==> src/rtl/writeback_stage.sv <==
// writeback_stage: registers MEM results, assembles vector loads from 32-bit beats and pulses register-file write enables
module writeback_stage #(
  parameter int LANES  = 4,
  parameter int LANE_W = 32,
  parameter int DEST_W = 4
) (
  input  logic                    clk,
  input  logic                    rst,
  input  logic                    valid_m,
  input  logic                    wreg_m,
  input  logic                    rmem_m,
  input  logic                    VF_m,
  input  logic [DEST_W-1:0]       R_V_dest_m,
  input  logic [LANES*LANE_W-1:0] ALURes_m,
  input  logic [LANE_W-1:0]       mem_rdata,
  input  logic                    mem_rvalid,
  output logic [LANES*LANE_W-1:0] ResRV2,
  output logic [DEST_W-1:0]       R_V_dest3,
  output logic                    VF3,
  output logic                    EnReg,
  output logic                    EnVec,
  output logic                    stall
);
  localparam int VW = LANES * LANE_W;
  localparam int CW = (LANES > 1) ? $clog2(LANES) : 1;
  typedef enum logic [1:0] {IDLE, WAIT_S, WAIT_V} state_t;
  state_t            state_q, state_d;
  logic              wreg_q, vf_q;
  logic [DEST_W-1:0] dest_q, c_dest;
  logic [CW-1:0]     cnt_q;
  logic [VW-1:0]     buf_q, asm_w, res_d;
  logic              accept, alu_c, ld_s, ld_v, done, c_wreg, c_vf;
  always_ff @(posedge clk) begin
    state_q <= rst ? IDLE : state_d;
  end
  always_comb begin
    state_d = state_q;
    case (state_q)
      IDLE:    state_d = (valid_m && rmem_m) ? (VF_m ? WAIT_V : WAIT_S) : IDLE;
      WAIT_S:  state_d = mem_rvalid ? IDLE : WAIT_S;
      WAIT_V:  state_d = ld_v ? IDLE : WAIT_V;
      default: state_d = IDLE;
    endcase
  end
  // ALU results commit straight from the inputs; loads commit from the held instruction fields
  always_comb begin
    stall  = state_q != IDLE;
    accept = state_q == IDLE && valid_m;
    alu_c  = accept && !rmem_m;
    ld_s   = state_q == WAIT_S && mem_rvalid;
    ld_v   = state_q == WAIT_V && mem_rvalid && cnt_q == CW'(LANES - 1);
    done   = alu_c || ld_s || ld_v;
    c_wreg = alu_c ? wreg_m : wreg_q;
    c_vf   = alu_c ? VF_m : vf_q;
    c_dest = alu_c ? R_V_dest_m : dest_q;
    asm_w  = buf_q;
    asm_w[int'(cnt_q) * LANE_W +: LANE_W] = mem_rdata;
    res_d  = alu_c ? ALURes_m : ld_s ? VW'(mem_rdata) : asm_w;
  end
  always_ff @(posedge clk) begin
    if (rst) begin
      ResRV2    <= '0;
      R_V_dest3 <= '0;
      VF3       <= 1'b0;
      EnReg     <= 1'b0;
      EnVec     <= 1'b0;
      wreg_q    <= 1'b0;
      vf_q      <= 1'b0;
      dest_q    <= '0;
      cnt_q     <= '0;
      buf_q     <= '0;
    end else begin
      EnReg <= done && c_wreg && !c_vf;
      EnVec <= done && c_wreg && c_vf;
      if (done) begin
        ResRV2    <= res_d;
        R_V_dest3 <= c_dest;
        VF3       <= c_vf;
      end
      if (accept) begin
        wreg_q <= wreg_m;
        vf_q   <= VF_m;
        dest_q <= R_V_dest_m;
        cnt_q  <= '0;
      end
      if (state_q == WAIT_V && mem_rvalid) begin
        buf_q <= asm_w;
        cnt_q <= ld_v ? '0 : cnt_q + 1'b1;
      end
    end
  end
endmodule

==> config.mk <==
export PLATFORM = sky130hd
export DESIGN_NAME = writeback_stage
export DESIGN_NICKNAME = d
export VERILOG_FILES = /design/src/rtl/writeback_stage.sv
export SDC_FILE = /design/constraint.sdc
export NUM_CORES = 1
export LEC_CHECK = 0
export ABC_CLOCK_PERIOD_IN_PS = 2000
export CAP_MARGIN = 40
export CELL_PAD_IN_SITES_DETAIL_PLACEMENT = 0
export CELL_PAD_IN_SITES_GLOBAL_PLACEMENT = 2
export CORE_ASPECT_RATIO = 2
export CORE_MARGIN = 2
export CORE_UTILIZATION = 26
export DETAILED_ROUTE_END_ITERATION = 8
export GPL_TIMING_DRIVEN = 0
export PLACE_DENSITY_LB_ADDON = 0.3
export SLEW_MARGIN = 20
export SYNTH_ARGS = -nofsm -noshare
export SYNTH_HDL_FRONTEND = slang
export SYNTH_SLANG_ARGS = --single-unit
==> constraint.sdc <==
create_clock -name clk -period 2 [get_ports clk]
set_input_delay 0.2 -clock clk [delete_from_list [all_inputs] [get_ports clk]]
set_output_delay 0.2 -clock clk [all_outputs]
set_load 0.01 [all_outputs]
==> reports/metrics.csv <==
stage,metric,value,unit
global_route,global route overflow,0,
logic_synthesis,Cell variety after synth,48,
floorplanning,Die Wd,149.9,µm
floorplanning,Rows,106,
global_route,vias in the first global route,11190,
logic_synthesis,Syn Nets,1399,
drt,starting DRC count in detailed routing,671,
clock_tree,H-tree depth,1,
floorplanning,die area,0.04432,mm²
placed_design,number of port buffers,273,
logic_synthesis,post-synthesis instance area,0.01106,mm²
clock_tree,cts bufs inserted,25,
setup_path,Worst Path Max Fanout,6,
logic_synthesis,post-synth top area share,43.61,%
clock_tree,clock buffer depth,3,
power,maximum vdd drop,0.5436,mV
logic_synthesis,synthesized instance count,1223,
logic_synthesis,largest cells by area after synthesis,"dfxtp_1 44%, a22oi_1 8.6%, nor2_1 8.2%",
sta,skew final,14.91,ps
sta,fin crit share,106.6,%
logic_synthesis,Synth Warn #,0,
power,Sw Ratio,27.29,%
logic_synthesis,"Seq/Total Area, Yosys",43.61,%
power,Clock power frac,42.1,%
logic_synthesis,synthesized area per cell,9.046,µm²
floorplanning,Starting Density,26.40,%
placed_design,routability cong.,0.8620,
setup_path,CP startpoint kind,register,
sta,fmax,469.0,MHz
sta,Max Slew Vio Count,0,
setup_path,Worst Path Required,2400,ps
global_route,pin count of the biggest net entering global routing,15,
placed_design,DP Cell Count,2037,
setup_path,WS Path Type,register to register,
global_route,first-pass GRT wire length,75460,µm
sta,unrepaired setup endpoints after global routing,true,
clock_tree,CTS tree,yes,
sta,post-layout min period,2132,ps
hold_path,Hold WC Path Type,input pin to register,
setup_path,CP endpoint kind,register,
logic_synthesis,"Primary FF master, synth",dfxtp_1,
sta,worst setup margin,-132.2,ps
clock_tree,"CTS clk-pin slew, worst paths",70,ps
drt,Routed Wire Length,54260,µm
drt,Vias,11130,
drt,via/cell ratio,5.284,
power,Static Leak,5.720,nW
power,total power,13.08,mW
sta,Slew @ Worst Pin,996.3,ps
placed_design,Post-DP Area,0.01451,mm²
sta,hold slack,226.8,ps
logic_synthesis,async set-or-reset flop fraction in the synthesized netlist,0,%
final_layout,# fillers,4356,
final_layout,Syn-to-layout area delta,46.47,%
clock_tree,cts-stage hold buffer count,0,
placed_design,HPWL Detailed,41850,µm
final_layout,final non-filler cell total,2106,
final_layout,share of layout cells above drive strength 1,18.49,%
logic_synthesis,Seq cells post-synth,241,
drt,Avg WL per Cell,25.76,µm
sta,normalized max-slew margin,33.58,%
floorplanning,IO Pins,307,
drt,ANT nets after route,0,
clock_tree,Clock Latency Late Sink,550,ps
clock_tree,Root Buffer,clkbuf_16,
power,Power Internal,9.508,mW
power,Combinational Power Share,18.3,%
power,Flop pwr share,39.6,%
sta,final hold vios,0,
sta,Finish-stage setup viols,10,
clock_tree,CTS sink cnt,241,
floorplanning,core box area,0.04191,mm²
global_route,Total GRT Usage,23.37,%
drt,DRT Pass-1 Iters,7,
power,Net Switching,3.568,mW
logic_synthesis,Post-synth EDFFs,0,
power,pwr dens,807.0,mW/mm²
status,status,"finished, violations left",
logic_synthesis,biggest area consumer among synthesized cells,dfxtp_1,
final_layout,post-route cell area,0.01620,mm²
final_layout,# nets final,1721,
flow_run,maximum capacitance violations,0,
drt,Post-route DRC,0,
global_route,antenna violations before repair,4,
setup_path,CP arrival,2530,ps
logic_synthesis,"top cells by count, synth","241 x dfxtp_1, 241 x nor2_1, 127 x a22oi_1",
floorplanning,Die Ht,295.7,µm
status,failing checks,negative setup slack,
-- worst max-delay path, cell delays in order, from the launching register on --
cell      delay (ps)
dfxtp_4          370
inv_4             50
ha_4             250
or3b_4           270
nor4_4            50
buf_4            170
a222oi_1         770
nor3_2            50
-- worst paths after layout --
path,start,slack (ps),end,cells after the start
worst min-delay path,mem_rdata[3],230,buf_q[67],3
worst max register to register,cnt_q[1],-130,ResRV2[80],7
worst min register to register,dest_q[0],490,R_V_dest3[0],2
worst max-delay path,cnt_q[1],-130,ResRV2[80],7
-- what timing repair did --
item | 4_1_cts | 5_1_grt
pin swaps | 16 | 39
setup endpoints to repair | 230 | 202
buffers inserted | 14 | 7
gates resized for setup | 90 | 101
gates cloned | 1 | 3
-- per-layer routing --
| metal | up-vias | part of all wire [%] | GRT usage, % |
|---|---|---|---|
| met5 | - | 0.020 | 0 |
| met4 | 2 | 5.3 | 11.55 |
| met3 | 119 | 6.1 | 3.954 |
| met2 | 453 | 54 | 45.18 |
| met1 | 5366 | 34 | 23.60 |
| li1 | 5188 | - | - |
-- power groups by stage --
stage	Sequential, mW	Combinational, mW	Clock, mW
3_3_place_gp	5.29	2.25	0
2_1_floorplan	5.35	0.952	0
6_report	5.18	2.39	5.50
4_1_cts	5.18	2.34	5.60
3_5_place_dp	5.29	2.26	0
5_1_grt	5.20	2.55	5.79
-- flip-flops by register name (all words and copies together), names as in the netlist --
signal and count:
R_V_dest3 4, EnReg 1, EnVec 1, buf_q 96
vf_q 1, ResRV2 128, dest_q 4, VF3 1
cnt_q 2, wreg_q 1, state_q 2
-- cell usage in the layout, fill, tap and decap left out, drive strengths merged, types with 3 or more instances in the layout --
cell type	n
a211oi	17
o41ai	32
a32o	15
clkdlybuf4s50	272
a221o	16
nor3b	4
inv	37
nor2	242
ha	5
diode	3
mux2i	6
o21ai	32
nor3	87
nand3b	34
a221oi	48
a311oi	5
a2bb2oi	16
a22oi	127
bufinv	8
clkinv	7
dfxtp	241
clkbuf	126
a222oi	32
nand2	15
buf	91
nand3	4
a21oi	20
-- per-stage QoR --
| step | setup TNS (ps) | setup slack (ps) | util, % |
|---|---|---|---|
| 3_5_place_dp | -132180 | -967.7 | 34.62 |
| 4_1_cts | -26.80 | -18.70 | 37.77 |
| 3_3_place_gp | -125190 | -945.7 | 34.59 |
| 6_report | -298.1 | -132.2 | 38.66 |
| 5_1_grt | -2057 | -86.67 | 38.66 |
| 2_1_floorplan | 0 | 25.46 | - |
-- logic make-up (layout without fill, tap and decap cells) --
kind of cell               after synthesis  after routing  share of synthesized area (%)
other                                    0              3                              0
DFF                                    241            241                          43.61
and+or+nand+nor                        405            405                          21.05
AOI/OAI and AO/OA                      362            362                          25.96
muxes                                    6              6                         0.5429
adders and majority gates                5              5                         0.5655
buffers and inverters                  204            544                          8.279
-- layout make-up --
cell class	instances	area [µm²]	share of cell area [%]
multi-input cells	778	5588	34.48
well taps	540	675.6	4.170
flip-flops and latches	241	4837	29.85
repair buffers	299	2985	18.42
plain buffers	163	1030	6.355
clock buffers	28	646.9	3.992
clock inverters	17	290.3	1.791
inverters	37	143.9	0.8880
diodes	3	7.507	0.04633
(Power assumes the default switching activity.)
